File: src/rtl/descaler.sv
// +-----------------------------------------------------------------------------
// | Module      : descaler
// | Description : Undoes the input range normaliser, y_o = y_i * 2^(r - l),
// |               one bit-shift per clock behind a start/busy/done handshake.
// |               Optional define DESCALER_SAT_EN saturates on left-shift overflow.
// | Revision    : 1.0 - initial release
// +-----------------------------------------------------------------------------
`default_nettype none

module descaler #(
  parameter int W  = 16,
  parameter int SW = 3
) (
  input  logic          clk,
  input  logic          rst,
  input  logic          start_i,
  input  logic [W-1:0]  y_i,
  input  logic [SW-1:0] shift_l_i,
  input  logic [SW-1:0] shift_r_i,
  output logic [W-1:0]  y_o,
  output logic          busy_o,
  output logic          done_o,
  output logic          ovf_o
);

  typedef enum logic [1:0] {
    S_IDLE  = 2'd0,
    S_SHIFT = 2'd1,
    S_DONE  = 2'd2
  } state_t;

  localparam logic signed [SW:0] c_one = (SW+1)'(1);

  state_t               r_state;
  logic signed [W-1:0]  r_acc;
  logic signed [SW:0]   r_net;

  logic signed [SW:0]   w_net_start;
  logic signed [W-1:0]  w_acc_nxt;
  logic signed [SW:0]   w_net_nxt;
  logic                 w_ovf;

  assign w_net_start = $signed({1'b0, shift_r_i}) - $signed({1'b0, shift_l_i});

  // Next shift step; positive net multiplies, negative net divides (floor).
  always_comb begin
    w_acc_nxt = r_acc;
    w_net_nxt = r_net;
    w_ovf     = 1'b0;
    if (r_net != '0) begin
      if (r_net[SW]) begin
        w_acc_nxt = r_acc >>> 1;
        w_net_nxt = r_net + c_one;
      end else begin
        w_acc_nxt = r_acc <<< 1;
        w_net_nxt = r_net - c_one;
`ifdef DESCALER_SAT_EN
        w_ovf     = r_acc[W-1] ^ r_acc[W-2];
`endif
      end
    end
`ifdef DESCALER_SAT_EN
    if (w_ovf) begin
      w_acc_nxt = r_acc[W-1] ? {1'b1, {(W-1){1'b0}}} : {1'b0, {(W-1){1'b1}}};
      w_net_nxt = '0;
    end
`endif
  end

  always_ff @(posedge clk or posedge rst) begin
    if (rst) begin
      r_state <= S_IDLE;
      r_acc   <= '0;
      r_net   <= '0;
      y_o     <= '0;
      busy_o  <= 1'b0;
      done_o  <= 1'b0;
      ovf_o   <= 1'b0;
    end else begin
      done_o <= 1'b0;
      case (r_state)
        S_IDLE: begin
          if (start_i) begin
            r_acc <= y_i;
            r_net <= w_net_start;
            ovf_o <= 1'b0;
            if (w_net_start == '0) begin
              r_state <= S_DONE;
              done_o  <= 1'b1;
              y_o     <= y_i;
            end else begin
              r_state <= S_SHIFT;
              busy_o  <= 1'b1;
            end
          end
        end
        S_SHIFT: begin
          r_acc <= w_acc_nxt;
          r_net <= w_net_nxt;
          if (w_ovf) ovf_o <= 1'b1;
          // Result is published on the same edge that enters DONE.
          if (w_net_nxt == '0) begin
            r_state <= S_DONE;
            busy_o  <= 1'b0;
            done_o  <= 1'b1;
            y_o     <= w_acc_nxt;
          end
        end
        S_DONE: begin
          r_state <= S_IDLE;
        end
        default: begin
          r_state <= S_IDLE;
          busy_o  <= 1'b0;
        end
      endcase
    end
  end

endmodule

`default_nettype wire

File: config.mk
export PLATFORM = sky130hd
export DESIGN_NAME = descaler
export DESIGN_NICKNAME = d
export VERILOG_FILES = /design/src/rtl/descaler.sv
export SDC_FILE = /design/constraint.sdc
export NUM_CORES = 1
export LEC_CHECK = 0
export ABC_CLOCK_PERIOD_IN_PS = 7750
export BUFFER_PORTS_ARGS = -buffer_cell sky130_fd_sc_hd__buf_2
export CAP_MARGIN = 20
export CELL_PAD_IN_SITES_DETAIL_PLACEMENT = 1
export CELL_PAD_IN_SITES_GLOBAL_PLACEMENT = 1
export CORE_MARGIN = 2
export CORE_UTILIZATION = 25
export DETAILED_ROUTE_END_ITERATION = 6
export PLACE_DENSITY_LB_ADDON = 0.1
export SYNTH_ARGS = -nofsm -noshare
export SYNTH_HDL_FRONTEND = slang
export SYNTH_SLANG_ARGS = --single-unit
File: constraint.sdc
create_clock -name clk -period 7.75 [get_ports clk]
set_input_delay 0.775 -clock clk [delete_from_list [all_inputs] [get_ports clk]]
set_output_delay 0.775 -clock clk [all_outputs]
set_load 0.1 [all_outputs]
Word level (Yosys, flattened, before mapping)
Index checks and enable logic that the tools add are counted.

word-level totals
  register bits after elaboration = 40
  output and inout port bits = 19
  logic and storage cells = 49

cells by class
  add/sub/neg operators = 3
  equality and inequality tests = 6
  mux-type cells = 24
  bitwise logic cells = 1
  reduce and logical (&&, ||, !) cells = 9

operators by type and width
  operator                                          number
  2-to-1 mux 16 bit                                 6
  one-hot mux 16 bit (2 select lines)               2
  2-to-1 mux 4 bit                                  3
  logical NOT 4 bit                                 2
  inequality test 2 bit, second input constant      4
  one-hot mux 4 bit (2 select lines)                1
  AND reduction 4 bit                               2
  2-to-1 mux 1 bit                                  6
  2-to-1 mux 2 bit                                  3
  adder 4 x 2 -> 4 bit, second input constant       1
  one-hot mux 2 bit (2 select lines)                1
  AND reduction 2 bit                               2
  nonzero test 4 bit                                1
  subtractor 3 x 3 -> 4 bit                         1
  subtractor 4 x 2 -> 4 bit, second input constant  1
  one-hot mux 1 bit (3 select lines)                1
  == test 2 x 1 -> 1 bit, second input constant     1
  == test 2 bit, second input constant              1
  logical NOT 2 bit                                 1
  one-hot mux 1 bit (2 select lines)                1
  nonzero test 2 bit                                1
  NOT 1 bit                                         1

Depth between registers and ports, before layout
Gate-level depths: netlist (run 1).

  depth after elaboration = 6
  gate-level depth with buffers = 10
  depth with buffers taken out = 8

Worst setup path after synthesis (run 1)
No wires, ideal clock.

  path kind = input port to flip-flop
  from = input port shift_r_i[0]
  to = register y_o[10]
  setup time = 126 ps
  arrival = 2501 ps
  data required time = 7624 ps
  slack = 5123 ps
  stages = 10
  path buffers = 2
  cell sequence = inv_1 -> ha_1 -> inv_1 -> fa_1 -> xnor2_1 -> a41oi_1 -> nor2b_4 -> buf_6 -> buf_8 -> mux2_4

between the ends
  longest elaborated chain between the ends = 4

ends and longest elaborated chain
  element                          RTL line  source
  from (decl)                      19        input logic [SW-1:0] shift_r_i,
  subtractor 3 x 3 -> 4 bit        43        assign w_net_start = $signed({1'b0, shift_r_i}) - $signed({1'b0, shift_l_i});
  logical NOT 4 bit                87        if (w_net_start == '0) begin
  inequality test 2 bit (no line)  --
  AND reduction 4 bit (no line)    --
  to (signal assigned)             90        y_o <= y_i;
  to (signal assigned)             106       y_o <= w_acc_nxt;
  to (decl)                        20        output logic [W-1:0] y_o,

No other way between the ends.
A chain may end at the register's enable or synchronous reset.

Worst setup path in the final report (run 1)
  from = register r_net[3]
  to = register y_o[2]

between the ends
  longest elaborated chain between the ends = 6

ends and longest elaborated chain
  element                                                                   RTL line  source
  from (decl)                                                               36        logic signed [SW:0] r_net;
  from (signal assigned)                                                    85        r_net <= w_net_start;
  from (signal assigned)                                                    99        r_net <= w_net_nxt;
  subtractor 4 x 2 -> 4 bit / adder 4 x 2 -> 4 bit (equally long branches)  56, 53
  2-to-1 mux 4 bit                                                          51        if (r_net[SW]) begin
  2-to-1 mux 4 bit                                                          50        if (r_net != '0) begin
  logical NOT 4 bit                                                         102       if (w_net_nxt == '0) begin
  inequality test 2 bit (no line)                                           --
  AND reduction 4 bit (no line)                                             --

Parallel ways exist; a longest one is shown, timed or not. The select of a mux whose other input is x is not followed.

==> reports/results.tsv, run 1 <==
stage	metric	value	unit
global_route	grt_max_degree	41	
route	dr_total_vias	1748	
final_layout	multiInputGateArea	1250	um2
die	core	9200	um2
route	vias_per_cell	4.60	
placement	post_dp_cell_area	2680	um2
sta	worst_slack	4.29	ns
global_route	grt_pass1_wl	9450	um
route	drt-pass1-iter-count	4	
clocking	cts_buffer_depth	2	
sta	fin_skew	0.00899	ns
clocking	ctsHoldBuffers	0	
placement	port_buffers	42	
route	drt-initial-drc-count	48	
placement	hpwlAfterDp	3950	um
yosys	synth_area	2360	um2
setup_path	cp-start-kind	flip-flop	
sta	hold_viol_final	0	
die	dieArea	10200	um2
clocking	root_buffer	clkbuf_8	
yosys	yosysWarnings	0	
route	routed_wl	5610	um
clocking	numCtsBuffers	5	
final_layout	drive_above_1_share	33.1	%
die	row_count	35	
final_layout	nets	302	
sta	relSlewSlack	40.9	%
global_route	antenna_found_initial	0	
final_layout	n_fill_cell	1078	
route	drc	0	
die	die_w	101	um
global_route	track_usage	11.8	%
yosys	ys_types	37	
die	die_y	101	um
die	initial_core_util	25.7	%
sta	fin_crit	3.46	ns
clocking	clock-sinks	40	
yosys	syn_area_per_cell	10.2	um2
yosys	synth_area_leaders	dfrtp_1 42%, mux2_2 10%, mux2i_1 7.2%	
setup_path	cp_num_buf_inv	1	
yosys	ys.flop_type	dfrtp_1	
sta	setup_viol	0	
final_layout	ff_latch_area	1000	um2
min_path	hp-class	flip-flop to flip-flop	
clocking	ctsResizeCount	0	
setup_path	critPathCaptureType	flip-flop	
setup_path	slowest_stage	dfrtp_1	
placement	gp_congestion	0.778	
placement	place_inst	373	
yosys	syn-num-nets	264	
sta	finalCritPeriodShare	44.6	%
final_layout	stdcell_count	380	
clocking	path_clk_slew	0.07	ns
clocking	post_cts_buffers	0	
setup_path	path_max_fanout	19	
final_layout	post-route-cell-area	2770	um2
yosys	synth_seq_area_share	42.4	%
setup_path	arrival	3.63	ns
clocking	htreeDepth	2	
yosys	synth_top_area_share	42.4	%
yosys	synth_edf_count	0	
sta	fin_setup_tns	0	ns
setup_path	cpPeakStageDelay	0.93	ns
sta	worstMarginPinSlew	0.886	ns
yosys	synth-seq-cells	40	
sta	max_clock_freq	289	MHz
global_route	grt-ovfl-total	0	
run	cap_violations	0	
final_layout	syn_to_final_growth	17.0	%
global_route	grt_pass1_vias	1859	
yosys	async_flop_share	100	%
setup_path	path_class	flip-flop to flip-flop	
final_layout	diodes	0	
clocking	clk_latency	0.29	ns
route	postRouteAntennaNets	0	
yosys	yosys.area.top_type	dfrtp_1	
die	ios	44	
yosys	syn_inst	231	
sta	grt_setup_unrepaired	no	
setup_path	path_cells	inv_1 > fa_1 > nand2b_1 > a311oi_2 > o22a_2 > nor2b_4 > mux2_2	
setup_path	cp.required	7.93	ns
setup_path	critPathTopFamily	flip-flops	
placement	dpl_worst_slack	4.28	ns
run_status	outcome	finished, final reports clean	
sta	drv_slew	0	
route	wire_per_inst	14.8	um
clocking	cts_tree	done	
## Yosys cell counts, types with 4 or more instances
cell	n
dfrtp_1	40
mux2_2	22
nand2_1	22
a21oi_1	21
nor2_1	19
mux2i_1	17
o21ai_0	15
inv_1	10
clkbuf_1	9
mux2_4	8
ha_1	6
o21ai_1	5
nand2b_1	4
## final timing paths
| path | to | cells after the start | slack [ns] | startpoint |
|---|---|---|---|---|
| min in group asynchronous | y_o[3] | 3 | 0.61 | rst |
| worst min-delay path | y_o[4] | 1 | 0.51 | y_o[4] |
| worst max register to register | y_o[2] | 7 | 4.29 | r_net[3] |
| worst max-delay path | y_o[2] | 7 | 4.29 | r_net[3] |
| worst min register to register | y_o[4] | 1 | 0.51 | y_o[4] |
| max in group asynchronous | r_net[3] | 3 | 6.76 | rst |
## state kept, by name, summed over array words and instances, names as in the netlist
register	cells
busy_o	1
r_state	2
r_acc	16
r_net	4
y_o	16
done_o	1
## per-layer routing
| metal | track usage [%] | vias up | wire, um |
|---|---|---|---|
| li1 | - | 874 | - |
| met3 | 2.28 | 4 | 166 |
| met1 | 16.8 | 842 | 2980 |
| met4 | 3.74 | 0 | 76 |
| met2 | 18.0 | 28 | 2390 |
| met5 | 0 | - | 0 |
## layout make-up
class	instances	share of cell area, %
clock inverters	2	0.452
flip-flops and latches	40	36.2
multi-input cells	166	45.1
clock buffers	5	2.49
well taps	111	5.02
inverters	10	1.36
repair buffers	46	9.41
## per-stage QoR
stage / hold WS [ns] / utilization [%]
global placement: 0.489 / 28.9
detailed placement: 0.496 / 29.2
global route: 0.527 / 30.1
CTS: 0.520 / 30.1
finish: 0.513 / 30.1
floorplan: 0.471 / -
## placed cells by master, fill, tap and decap left out, types with 2 or more instances in the layout
master | netlist | routed
nor2_1 | 19 | 19
nor2b_1 | 3 | 3
nand3_1 | 2 | 2
clkbuf_8 | 0 | 5
nand2_1 | 22 | 22
o21ai_0 | 15 | 15
ha_1 | 6 | 6
o21ai_1 | 5 | 5
a21oi_1 | 21 | 21
xnor2_1 | 2 | 2
mux2i_1 | 17 | 17
nand3b_1 | 2 | 2
a311oi_1 | 2 | 2
buf_2 | 3 | 42
buf_4 | 1 | 3
fa_1 | 2 | 2
inv_1 | 10 | 10
dfrtp_1 | 40 | 40
mux2_4 | 8 | 8
nand2b_1 | 4 | 4
mux2_2 | 22 | 22
## cells by family (layout without fill, tap and decap cells)
kind of cell	after synthesis	count (layout)	share of synthesized area (%)
xor+xnor	2	2	0.741
mux	47	47	22.8
compound gates	51	51	12.5
flops	40	40	42.4
other cells	1	1	0.159
buf+inv	25	63	5.08
fa+ha+maj	8	8	4.87
simple gates	57	57	11.5
Power of run 1 is not shown: default switching activity piles up to over one toggle a cycle in this logic, so the estimate is an artifact.
==> run 2, diff against run 1 <==
- ABC_CLOCK_PERIOD_IN_PS: 7750 -> 2820
- clock period: 7.75 -> 2.82 ns (I/O delays scaled with it)
==> reports/results.tsv, run 2 (same netlist as run 1, synthesis figures left out) <==
stage	metric	value	unit	change
die	die_y	101	um	unchanged
setup_path	cp-start-kind	flip-flop		unchanged
final_layout	nets	305		was 302
route	highest_layer	met3		was met4
final_layout	post-route-cell-area	2780	um2	was 2770 um2
clocking	clock-sinks	40		unchanged
clocking	root_buffer	clkbuf_8		unchanged
setup_path	path_class	flip-flop to flip-flop		unchanged
final_layout	largest_registers	r_acc x16, y_o x16, r_net x4		unchanged
setup_path	rr_worst_depth	8		was 7
global_route	grt_pass1_vias	1887		was 1,859
sta	holdWs	0.104	ns	was 0.513 ns
setup_path	r2r-start	r_net[3]		unchanged
sta	worstMarginPinSlew	0.540	ns	was 0.886 ns
final_layout	syn_to_final_growth	17.8	%	was 17.0%
final_layout	diodes	0		unchanged
setup_path	cp.required	3.00	ns	was 7.93 ns
clocking	cts_tree	done		unchanged
die	row_count	35		unchanged
route	drt-pass1-iter-count	4		unchanged
route	routed_wl	5800	um	was 5610 um
setup_path	arrival	2.64	ns	was 3.63 ns
route	drt-met1-wl	3180	um	was 2980 um
route	drc	0		unchanged
final_layout	drive_above_1_share	34.1	%	was 33.1%
placement	port_buffers	42		unchanged
die	core	9200	um2	unchanged
clocking	clk_latency	0.30	ns	was 0.29 ns
global_route	track_usage	12.3	%	was 11.8%
final_layout	n_fill_cell	1091		was 1,078
route	drt-initial-drc-count	57		was 48
clocking	ctsHoldBuffers	0		unchanged
die	ios	44		unchanged
setup_path	critPathCaptureType	flip-flop		unchanged
clocking	numCtsBuffers	5		unchanged
clocking	htreeDepth	2		unchanged
run	cap_violations	0		unchanged
sta	fin_skew	0.0108	ns	was 0.00899 ns
placement	hpwlAfterDp	4000	um	was 3950 um
placement	dpl_worst_slack	0.356	ns	was 4.28 ns
sta	max_clock_freq	405	MHz	was 289 MHz
die	die_w	101	um	unchanged
global_route	grt-ovfl-total	0		unchanged
route	vias_per_cell	4.61		was 4.60
sta	fin_crit	2.47	ns	was 3.46 ns
global_route	grt_pass1_wl	9810	um	was 9450 um
global_route	antenna_found_initial	0		unchanged
placement	gp_congestion	0.752		was 0.778
route	wl_met2	2490	um	was 2390 um
placement	post_dp_cell_area	2690	um2	was 2680 um2
final_layout	final_cell_mix	42 x buf_2, 40 x dfrtp_1, 22 x nand2_1, 22 x mux2_2, 21 x a21oi_1		unchanged
die	dieArea	10200	um2	unchanged
route	postRouteAntennaNets	0		unchanged
sta	worst_slack	0.354	ns	was 4.29 ns
setup_path	r2r-end	y_o[2]		unchanged
min_path	hp-class	input pin to async pin		was flip-flop to flip-flop
clocking	path_clk_slew	0.09	ns	was 0.07 ns
sta	setup_viol	0		unchanged
setup_path	path_max_fanout	9		was 19
sta	relSlewSlack	64.0	%	was 40.9%
sta	grt_setup_unrepaired	no		unchanged
sta	finalCritPeriodShare	87.5	%	was 44.6%
clocking	post_cts_buffers	0		unchanged
setup_path	r2r_setup_slack	0.35	ns	was 4.29 ns
run_status	outcome	finished, final reports clean		unchanged
final_layout	final_common_cell	buf_2		unchanged
route	wire_per_inst	15.1	um	was 14.8 um
clocking	ctsResizeCount	0		unchanged
sta	hold_viol_final	0		unchanged
route	dr_wl_met3	137	um	was 166 um
clocking	cts_buffer_depth	2		unchanged
sta	fin_setup_tns	0	ns	unchanged
sta	drv_slew	0		unchanged
global_route	grt_max_degree	41		unchanged
route	dr_total_vias	1771		was 1,748
die	initial_core_util	25.7	%	unchanged
-- run 2: metrics by stage --
| step | std cells | utilization, % |
|---|---|---|
| global placement | 376 | 29.2 |
| floorplan | 231 | - |
| finish | 384 | 30.3 |
| detailed placement | 376 | 29.2 |
| CTS | 384 | 30.3 |
| global route | 384 | 30.3 |
-- run 2: worst max path at each step --
stage,start,endpoint,slack (ns),cells past startpoint
after floorplan,r_net[3],y_o[10],0.34,10
after global placement,r_net[3],y_o[12],0.42,8
after detailed placement,r_net[3],y_o[2],0.36,8
after CTS,r_net[3],y_o[2],0.32,8
after global routing,r_net[3],y_o[2],0.19,8
final,r_net[3],y_o[2],0.35,8
-- run 2: final cells by class --
| type | instances | area, um2 | area share [%] |
|---|---|---|---|
| clock buffer | 6 | 82.6 | 2.97 |
| clock inverter | 2 | 15.0 | 0.539 |
| tap | 111 | 139 | 4.99 |
| timing repair buffer | 49 | 263 | 9.44 |
| sequential | 40 | 1000 | 36.0 |
| inverter | 10 | 37.5 | 1.35 |
| multi-input combinational | 166 | 1250 | 44.8 |
-- run 2: per-layer routing --
metal | vias to the layer above | GRT usage [%]
met5 | - | 0
li1 | 884 | -
met4 | 0 | 3.12
met3 | 0 | 2.28
met2 | 27 | 18.4
met1 | 860 | 18.4
-- run 2: critical path: stages (launching register included) --
cell,delay [ns]
dfrtp_1,0.38
inv_1,0.17
fa_1,0.46
nand2b_1,0.19
a311oi_2,0.21
o22a_2,0.21
nor2b_4,0.16
buf_4,0.21
mux2_2,0.35
Power of run 2 is left out for the same reason.
==> run 3, diff against run 2 <==
- CORE_MARGIN: 2 -> unset
==> reports/results.tsv, run 3 (same netlist as run 1, synthesis figures left out) <==
stage	metric	value	unit	change
sta	worstMarginPinSlew	0.568	ns	was 0.540 ns
final_layout	diodes	0		unchanged
setup_path	cp.required	3.01	ns	was 3.00 ns
setup_path	cpPeakStageDelay	0.49	ns	was 0.46 ns
final_layout	largest_registers	r_acc x16, y_o x16, r_net x4		unchanged
placement	gp_congestion	0.754		was 0.752
run	cap_violations	0		unchanged
clocking	path_clk_slew	0.09	ns	about the same
sta	hold_viol_final	0		unchanged
setup_path	cp-start-kind	flip-flop		unchanged
min_path	hp-class	input pin to async pin		unchanged
setup_path	cp_num_buf_inv	1		was 2
global_route	grt_pass1_vias	1857		was 1,887
sta	max_clock_freq	409	MHz	was 405 MHz
die	initial_core_util	25.7	%	unchanged
die	core	9200	um2	unchanged
global_route	track_usage	12.9	%	was 12.3%
final_layout	nets	304		was 305
global_route	grt_pass1_wl	9860	um	was 9810 um
sta	finalCritPeriodShare	86.8	%	was 87.5%
route	wire_per_inst	15.2	um	was 15.1 um
global_route	grt_max_degree	41		unchanged
sta	holdWs	0.111	ns	was 0.104 ns
clocking	root_buffer	clkbuf_8		unchanged
sta	relSlewSlack	62.2	%	was 64.0%
clocking	clock-sinks	40		unchanged
global_route	grt-ovfl-total	0		unchanged
route	postRouteAntennaNets	0		unchanged
setup_path	path_cells	fa_1 > xnor2_1 > a311oi_2 > o22a_2 > nor2b_4 > buf_12 > mux2_2		was inv_1 > fa_1 > nand2b_1 > a311oi_2 > o22a_2 > nor2b_4 > buf_4 > mux2_2
final_layout	final_common_cell	buf_2		unchanged
clocking	cts_buffer_depth	2		unchanged
die	ios	44		unchanged
setup_path	critPathCaptureType	flip-flop		unchanged
sta	fin_setup_tns	0	ns	unchanged
route	dr_total_vias	1782		was 1,771
clocking	ctsHoldBuffers	0		unchanged
die	dieArea	9850	um2	was 10,200 um2
route	routed_wl	5840	um	was 5800 um
sta	fin_crit	2.45	ns	was 2.47 ns
final_layout	syn_to_final_growth	18.0	%	was 17.8%
clocking	ctsResizeCount	0		unchanged
sta	fin_skew	0.0108	ns	about the same
die	die_y	99.2	um	was 101 um
final_layout	final_cell_mix	42 x buf_2, 40 x dfrtp_1, 22 x nand2_1, 22 x mux2_2, 21 x a21oi_1		unchanged
setup_path	path_class	flip-flop to flip-flop		unchanged
global_route	antenna_found_initial	0		unchanged
die	row_count	35		unchanged
final_layout	final_core_util	30.3	%	about the same
clocking	post_cts_buffers	0		unchanged
die	die_w	99.2	um	was 101 um
setup_path	slowest_stage	dfrtp_1		was fa_1
sta	grt_setup_unrepaired	no		unchanged
clocking	clk_latency	0.30	ns	about the same
run_status	outcome	finished, final reports clean		unchanged
placement	hpwlAfterDp	3940	um	was 4000 um
setup_path	arrival	2.64	ns	about the same
clocking	cts_tree	done		unchanged
sta	setup_viol	0		unchanged
setup_path	critPathTopFamily	flip-flops		was adder cells
route	drc	0		unchanged
clocking	numCtsBuffers	5		unchanged
placement	port_buffers	42		unchanged
route	vias_per_cell	4.65		was 4.61
route	drt-initial-drc-count	46		was 57
final_layout	n_fill_cell	1049		was 1,091
route	drt-pass1-iter-count	4		unchanged
final_layout	drive_above_1_share	33.8	%	was 34.1%
clocking	htreeDepth	2		unchanged
setup_path	path_max_fanout	17		was 9
sta	drv_slew	0		unchanged
[run 3: changes by cell type in the layout (fill, tap and decap cells not counted)]
| cell | before | now |
|---|---|---|
| buf_12 | 0 | 1 |
| buf_4 | 7 | 5 |
[run 3: area by class of cell]
type                            instances  area [um2]  area share [%]
Sequential cell                        40        1000            35.9
Clock inverter                          2        15.0           0.538
Clock buffer                            6        82.6            2.96
Multi-Input combinational cell        166        1250            44.7
Tap cell                              111         139            4.98
Timing Repair Buffer                   48         268            9.60
Inverter                               10        37.5            1.35
[run 3: per-layer routing]
metal  GRT usage [%]  up-vias  part of all wire [%]
met5               0        -                     0
met4            3.05        0                   1.1
met3            2.46        5                   2.5
met2            20.0       28                    44
met1            18.6      874                    52
li1                -      875                     -
[run 3: final timing paths]
| path | start | to | slack (ns) | cells after the start |
|---|---|---|---|---|
| max | r_net[0] | y_o[1] | 0.37 | 7 |
| min | rst | y_o[1] | 0.11 | 3 |
| max reg2reg | r_net[0] | y_o[1] | 0.37 | 7 |
| min reg2reg | y_o[5] | y_o[5] | 0.51 | 1 |
| max in group asynchronous | rst | r_acc[5] | 2.30 | 3 |
| min in group clk | y_i[0] | y_o[0] | 0.36 | 3 |
[run 3: worst reg2reg max path, delay by kind of cell (launching register included)]
kind	cells	cell delay (ns)
AOI/OAI and AO/OA	2	0.48
xor gates and xnor gates	1	0.20
adders and majority gates	1	0.48
buffers and inverters	1	0.19
DFF	1	0.49
muxes	1	0.35
and+or+nand+nor	1	0.16
[run 3: metrics by stage]
stage,instances,instance area [um2],worst slack [ns]
after global routing,383,2790,0.242
after floorplan,231,2360,0.342
after global placement,375,2690,0.433
after CTS,383,2790,0.380
after detailed placement,375,2690,0.397
final,383,2790,0.373
Power of run 3 is left out for the same reason.
